**config.mk**
```make
export PLATFORM = sky130hd
export DESIGN_NAME = gameover_banner_ctrl
export DESIGN_NICKNAME = d
export VERILOG_FILES = /design/src/rtl/gameover_banner_ctrl_pkg.sv /design/src/rtl/gameover_banner_ctrl_rect_hit_test.sv /design/src/rtl/gameover_banner_ctrl.sv
export SDC_FILE = /design/constraint.sdc
export NUM_CORES = 1
export LEC_CHECK = 0
export CAP_MARGIN = 20
export CORE_ASPECT_RATIO = 1.25
export CORE_MARGIN = 1.5
export CORE_UTILIZATION = 47
export CTS_BUF_LIST = sky130_fd_sc_hd__clkbuf_16
export DETAILED_ROUTE_END_ITERATION = 8
export PLACE_DENSITY = 0.8
export SETUP_SLACK_MARGIN = 0.3
export SLEW_MARGIN = 0
export SYNTH_ARGS = -nofsm -noshare
export SYNTH_HDL_FRONTEND = slang
export SYNTH_SLANG_ARGS = --single-unit
```
**constraint.sdc**
```tcl
create_clock -name clk -period 2.5 [get_ports clk]
set_clock_uncertainty 0.15 [all_clocks]
set_input_delay 0.5 -clock clk [delete_from_list [all_inputs] [get_ports clk]]
set_output_delay 0.5 -clock clk [all_outputs]
set_load 0.01 [all_outputs]
```
**src/rtl/gameover_banner_ctrl_pkg.sv**
```systemverilog
// Shared definitions for the game-over banner controller and related sprite logic.
// Provides the banner FSM state encoding, screen geometry, default banner size,
// the 11-bit pixel coordinate type and a small helper for sizing counters.
package gameover_pkg;

   typedef logic [10:0] coord_t;

   typedef enum logic [1:0] {
      ST_IDLE  = 2'd0,
      ST_SLIDE = 2'd1,
      ST_HOLD  = 2'd2,
      ST_BLINK = 2'd3
   } gameover_state_e;

   localparam int unsigned SCREEN_WIDTH     = 32'd640;
   localparam int unsigned SCREEN_HEIGHT    = 32'd480;
   localparam int unsigned DEFAULT_BANNER_W = 32'd32;
   localparam int unsigned DEFAULT_BANNER_H = 32'd32;

   // Larger of two unsigned values, used to size frame counters at elaboration.
   function automatic int unsigned max_u(input int unsigned a, input int unsigned b);
      return (a > b) ? a : b;
   endfunction

endpackage

```
**src/rtl/gameover_banner_ctrl_rect_hit_test.sv**
```systemverilog
// Combinational rectangle hit test shared by the sprite controllers.
// Reports whether a pixel lies inside [left, left+size_x) x [top, top+size_y)
// and the raw pixel offsets from the top-left corner. The right/bottom
// bounds are formed in 12 bits so a rectangle touching the coordinate limit
// cannot wrap around.
module rect_hit_test
   import gameover_pkg::*;
(
   input  logic [10:0] pixel_x_i,
   input  logic [10:0] pixel_y_i,
   input  logic [10:0] left_x_i,
   input  logic [10:0] top_y_i,
   input  logic [10:0] size_x_i,
   input  logic [10:0] size_y_i,
   output logic        hit_o,
   output logic [10:0] off_x_o,
   output logic [10:0] off_y_o
);

   logic [11:0] right_s;
   logic [11:0] bottom_s;

   // Unsigned bounds compare and offset subtraction.
   always_comb begin
      right_s  = {1'b0, left_x_i} + {1'b0, size_x_i};
      bottom_s = {1'b0, top_y_i}  + {1'b0, size_y_i};
      hit_o    = (pixel_x_i >= left_x_i) && ({1'b0, pixel_x_i} < right_s) &&
                 (pixel_y_i >= top_y_i)  && ({1'b0, pixel_y_i} < bottom_s);
      off_x_o  = pixel_x_i - left_x_i;
      off_y_o  = pixel_y_i - top_y_i;
   end

endmodule

```
**src/rtl/gameover_banner_ctrl.sv**
```systemverilog
// Game-over banner position/animation controller.
// Slides the banner down from START_Y to TARGET_Y one step per frame, holds it
// for HOLD_FRAMES frames, then (optionally) blinks it. Position and frame
// counter only change on startOfFrame so a frame is never drawn half-moved.
// Offsets and insideRectangle are registered one clock after the pixel.
// Build option: define GAMEOVER_BLINK_EN to add the BLINK state; without it
// HOLD is terminal and the banner stays visible until the FSM returns to IDLE.
module gameover_banner_ctrl
   import gameover_pkg::*;
#(
   parameter int unsigned OBJECT_WIDTH_X = DEFAULT_BANNER_W,
   parameter int unsigned OBJECT_HEIGHT_Y = DEFAULT_BANNER_H,
   parameter int unsigned TARGET_X       = 32'd304,
   parameter int unsigned TARGET_Y       = 32'd224,
   parameter int unsigned START_Y        = 32'd0,
   parameter int unsigned SLIDE_STEP     = 32'd4,
   parameter int unsigned HOLD_FRAMES    = 32'd60,
   parameter int unsigned BLINK_PERIOD   = 32'd16
) (
   input  logic        clk,
   input  logic        resetN,
   input  logic [10:0] pixelX,
   input  logic [10:0] pixelY,
   input  logic        startOfFrame,
   input  logic        gameOver,
   input  logic        restart,
   output logic [10:0] offsetX,
   output logic [10:0] offsetY,
   output logic        insideRectangle,
   output logic        bannerActive,
   output logic        bannerDone
);

   localparam logic [1:0] IDLE  = ST_IDLE;
   localparam logic [1:0] SLIDE = ST_SLIDE;
   localparam logic [1:0] HOLD  = ST_HOLD;
`ifdef GAMEOVER_BLINK_EN
   localparam logic [1:0] BLINK = ST_BLINK;
`endif

   // Counter wide enough for both the hold count and a full blink cycle.
   localparam int unsigned CNT_W = $clog2(max_u(HOLD_FRAMES, 32'd2 * BLINK_PERIOD) + 32'd1);
   localparam logic [CNT_W-1:0] HOLD_LAST  = CNT_W'(HOLD_FRAMES - 32'd1);
`ifdef GAMEOVER_BLINK_EN
   localparam logic [CNT_W-1:0] BLINK_LAST = CNT_W'(32'd2 * BLINK_PERIOD - 32'd1);
   localparam logic [CNT_W-1:0] BLINK_HALF = CNT_W'(BLINK_PERIOD);
`endif

   localparam logic [10:0] TGT_X   = 11'(TARGET_X);
   localparam logic [10:0] TGT_Y   = 11'(TARGET_Y);
   localparam logic [10:0] ST_Y    = 11'(START_Y);
   localparam logic [10:0] OBJ_W   = 11'(OBJECT_WIDTH_X);
   localparam logic [10:0] OBJ_H   = 11'(OBJECT_HEIGHT_Y);
   localparam logic [11:0] TGT_Y_W = 12'(TARGET_Y);
   localparam logic [11:0] STEP_W  = 12'(SLIDE_STEP);

   logic [1:0]       state_q, state_d;
   logic [10:0]      topY_q, topY_d;
   logic [CNT_W-1:0] frameCnt_q, frameCnt_d;
   logic             done_q, done_d;
   logic [10:0]      offsetX_q, offsetY_q;
   logic             inside_q, active_q;

   logic [11:0]      slide_sum_s;
   logic             raw_hit_s, visible_s, hit_s;
   logic [10:0]      raw_off_x_s, raw_off_y_s;

   rect_hit_test u_hit (
      .pixel_x_i (pixelX),
      .pixel_y_i (pixelY),
      .left_x_i  (TGT_X),
      .top_y_i   (topY_q),
      .size_x_i  (OBJ_W),
      .size_y_i  (OBJ_H),
      .hit_o     (raw_hit_s),
      .off_x_o   (raw_off_x_s),
      .off_y_o   (raw_off_y_s)
   );

   // Next-state logic: abort has priority, otherwise advance once per frame.
   always_comb begin
      state_d     = state_q;
      topY_d      = topY_q;
      frameCnt_d  = frameCnt_q;
      done_d      = done_q;
      slide_sum_s = {1'b0, topY_q} + STEP_W;
      if (restart || !gameOver) begin
         state_d    = IDLE;
         topY_d     = ST_Y;
         frameCnt_d = '0;
         done_d     = 1'b0;
      end else if (startOfFrame) begin
         case (state_q)
            IDLE: begin
               state_d    = SLIDE;
               topY_d     = ST_Y;
               frameCnt_d = '0;
            end
            SLIDE: begin
               if (slide_sum_s >= TGT_Y_W) begin
                  topY_d     = TGT_Y;
                  frameCnt_d = '0;
                  state_d    = HOLD;
               end else begin
                  topY_d     = slide_sum_s[10:0];
               end
            end
            HOLD: begin
               if (frameCnt_q >= HOLD_LAST) begin
                  done_d = 1'b1;
`ifdef GAMEOVER_BLINK_EN
                  state_d    = BLINK;
                  frameCnt_d = '0;
`else
                  frameCnt_d = HOLD_LAST;
`endif
               end else begin
                  frameCnt_d = frameCnt_q + 1'b1;
               end
            end
`ifdef GAMEOVER_BLINK_EN
            BLINK: begin
               if (frameCnt_q >= BLINK_LAST) begin
                  frameCnt_d = '0;
               end else begin
                  frameCnt_d = frameCnt_q + 1'b1;
               end
            end
`endif
            default: begin
               state_d    = IDLE;
               topY_d     = ST_Y;
               frameCnt_d = '0;
               done_d     = 1'b0;
            end
         endcase
      end else begin
         state_d = state_q;
      end
   end

   // Banner hit: only while animating, and blanked in the hidden blink half.
   always_comb begin
      visible_s = 1'b1;
`ifdef GAMEOVER_BLINK_EN
      if ((state_q == BLINK) && (frameCnt_q >= BLINK_HALF)) begin
         visible_s = 1'b0;
      end else begin
         visible_s = 1'b1;
      end
`endif
      hit_s = raw_hit_s && (state_q != IDLE) && visible_s;
   end

   // FSM and animation registers.
   always_ff @(posedge clk or negedge resetN) begin
      if (!resetN) begin
         state_q    <= IDLE;
         topY_q     <= ST_Y;
         frameCnt_q <= '0;
         done_q     <= 1'b0;
      end else begin
         state_q    <= state_d;
         topY_q     <= topY_d;
         frameCnt_q <= frameCnt_d;
         done_q     <= done_d;
      end
   end

   // Registered renderer outputs; offsets are zeroed whenever there is no hit.
   always_ff @(posedge clk or negedge resetN) begin
      if (!resetN) begin
         offsetX_q <= 11'd0;
         offsetY_q <= 11'd0;
         inside_q  <= 1'b0;
         active_q  <= 1'b0;
      end else begin
         offsetX_q <= hit_s ? raw_off_x_s : 11'd0;
         offsetY_q <= hit_s ? raw_off_y_s : 11'd0;
         inside_q  <= hit_s;
         active_q  <= (state_q != IDLE);
      end
   end

   assign offsetX         = offsetX_q;
   assign offsetY         = offsetY_q;
   assign insideRectangle = inside_q;
   assign bannerActive    = active_q;
   assign bannerDone      = done_q;

endmodule

```
==> impl_metrics.py <==
metrics = {
    "placed_design": {
        "dp_hpwl_um": 4720,
        "io_buffers": 51,
        "gp_congestion": 0.856,
        "placed_cells": 433,
        "dpl_worst_slack_ps": -492,
        "place_area_um2": 3560,
    },
    "layout": {
        "fin_cells": 452,
        "multi_input_area_um2": 1570,
        "syn2layout_area_growth_pct": 54.5,
        "drive_gt1_frac": 0.285,
        "postLayoutCellArea_um2": 3950,
        "regArea_um2": 1050,
        "nets": 438,
        "fillCellCount": 334,
        "antenna_cells": 0,
    },
    "synth": {
        "synth_area_leader_cell": "dfrtp_1",
        "synthArstFlopShare": 1.00,
        "yosysTopAreaCellShare": 0.411,
        "synth_common_cells": "dfrtp_1 (42), nor2_1 (31), inv_1 (24), ha_1 (22), nand2_1 (19)",
        "synth-edff-count": 0,
        "yosysUniqueCellTypes": 53,
        "yosysMostFrequentCell": "dfrtp_1",
        "synth_seq_area_share": 0.411,
        "synthTopCellsByArea": "dfrtp_1 (41%), ha_1 (11%), nor2_1 (4.5%)",
        "synthCells": 271,
        "synth_flop_cell": "dfrtp_1",
        "ys_ff_latch": 42,
        "yosysWarningCount": 0,
        "syn_nets": 320,
        "synth.avg_cell_area_um2": 9.44,
        "syn_area_um2": 2560,
    },
    "critical_path": {
        "cp.required_ps": 2550,
        "critPathCaptureType": "flop",
        "cp_slowest_cell": "dfrtp_1",
        "critical_path_class": "flop to flop",
        "crit_chain": "ha_2 > and2_4 > nand2_4 > xnor2_2 > ha_1 > a21o_1 > a21o_1 > a21oi_1 > nand4_1 > a211o_4 > buf_6 > nor3_2",
        "path_max_fanout": 5,
        "worst_path_most_repeated_cell": "a21o_1",
        "critPathMaxStageDelay_ps": 380,
        "cp_data_arrival_time_ps": 2780,
        "cp-startpoint": "topY_q[6]",
        "reg2reg_from": "topY_q[6]",
        "critPathLaunchType": "flop",
    },
    "sta": {
        "fin_crit_ps": 2730,
        "timing.final.hold_violations": 0,
        "max_freq_ghz": 0.367,
        "rsz0062_at_grt": "yes",
        "slew_headroom": 0.453,
        "tightest_slew_ps": 800,
        "slew_viol_final": 0,
        "setup_slack_ps": -228,
        "timing.final.crit_share": 1.09,
        "tns_ps": -3660,
        "setup_violations": 23,
        "whs_ps": 25.1,
    },
    "global_routing": {
        "antenna_found_initial": 0,
        "grtUsageTotal": 0.235,
        "grt_pass1_vias": 2456,
        "grt_max_degree": 43,
        "grt-ovfl-total": 0,
        "grt_pass1_wl_um": 10500,
    },
    "outcome": {
        "violations": "negative setup slack",
        "status": "complete, but fails checks",
    },
    "cts": {
        "path_clk_slew_ps": 60,
        "htree_num_levels": 2,
        "cts_tree": "done",
        "clock-sinks": 42,
        "cts-root-buf": "clkbuf_16",
        "cts_made_buffers": 5,
        "ctsLongestPathBuffers": 2,
        "worstSkewPairLatency_ps": 280,
    },
    "power": {
        "ir_drop_v": 0.000311,
        "p_leak_nw": 1.80,
        "p_per_area_nw_per_um2": 392,
    },
    "drt": {
        "viasPerCell": 5.49,
        "drtAntennaViolNets": 0,
        "firstDrtPassIters": 4,
        "drt-wirelength-per-cell_um": 14.8,
        "drt-total-wl_um": 6680,
        "vias": 2481,
        "drc": 0,
        "first_iter_violations": 104,
    },
    "min_path": {
        "worstHoldPathType": "primary input to asynchronous set/reset pin",
    },
    "job": {
        "drv_cap": 0,
    },
    "die": {
        "start_util": 0.497,
        "dieWidth_um": 69.0,
        "fp-row-count": 29,
        "die_height_um": 85.5,
        "ios": 52,
        "die-area_um2": 5900,
        "core_um2": 5150,
    },
}
==> metrics by stage <==
step	util	total power, mW
floorplan	-	0.795
CTS	0.741	1.55
finish	0.767	1.55
detailed placement	0.692	0.927
global route	0.767	1.62
global placement	0.692	0.922
==> path summary, 6_finish.rpt <==
check	end	depth (start not counted)	slack, ps
min in group clk	frameCnt_q[1]	2	400
max reg2reg	offsetY[3]	12	-230
min reg2reg	frameCnt_q[1]	2	400
min	topY_q[2]	2	30
max in group asynchronous	topY_q[8]	2	1950
max	offsetY[3]	12	-230
==> placed cells by master (no fill, tap or decap), types with 5 or more instances in the layout <==
cell	n
clkbuf_16	5
a21o_1	9
a21oi_1	10
buf_6	8
dfrtp_1	41
ha_1	20
clkdlybuf4s50_1	50
o21ai_0	10
nand2_1	18
nor2_1	28
buf_4	54
xnor2_1	5
inv_1	25
==> kinds of logic (layout without fill, tap and decap cells) <==
group                    after synthesis  count (layout)  synth area share
AND/OR/NAND/NOR                       91              91             0.180
buffers and inverters                 28             147            0.0430
flip-flops                            42              42             0.411
multiplexers                           2               2           0.00831
XOR/XNOR                              10              10            0.0342
other                                  2               2           0.00294
AO/OA/AOI/OAI                         74              74             0.213
adder cells (fa/ha/maj)               22              22             0.108
==> timing repair <==
action,in CTS,in global routing
endpoints found under the setup margin,29,29
setup buffers,6,4
cloned,1,0
gates resized for setup,14,24
pin swaps,9,9
hold buffers,0,0
==> registers in the layout, summed over array words and instances (netlist names) <==
register         cells
offsetX             11
offsetY             11
topY_q               9
frameCnt_q           6
state_q              2
bannerActive         1
bannerDone           1
insideRectangle      1
==> per-layer routing <==
| layer | vias to the layer above | track usage | wire length [um] | part of all wire |
|---|---|---|---|---|
| met5 | - | 0 | 0 | 0 |
| met4 | 0 | 0.102 | 222 | 0.033 |
| met3 | 20 | 0.0381 | 294 | 0.044 |
| met2 | 76 | 0.416 | 3620 | 0.54 |
| met1 | 1182 | 0.270 | 2540 | 0.38 |
| li1 | 1203 | - | - | - |
==> critical path, delay by kind of cell (launching register included) <==
family	cells	cell delay, ps
and+or+nand+nor	4	580
AOI/OAI and AO/OA	4	820
DFF	1	380
buffers and inverters	1	150
xor gates and xnor gates	1	120
adders and majority gates	2	460
==> where the power goes <==
part           leakage [nW]  total, mW  switching (mW)  internal, mW
sequential            0.584      0.684         0.00167         0.682
clock                0.0724      0.613           0.252         0.361
combinational          1.14      0.253           0.118         0.135
total                  1.80       1.55           0.372          1.18
==> area by class of cell <==
type | count | share of cell area
Multi-Input combinational cell | 201 | 0.397
Sequential cell | 42 | 0.266
Timing Repair Buffer | 115 | 0.259
Clock buffer | 5 | 0.0316
Inverter | 24 | 0.0228
Tap cell | 62 | 0.0196
Clock inverter | 3 | 0.00316
Note: power is estimated with default switching activity, not from simulation.
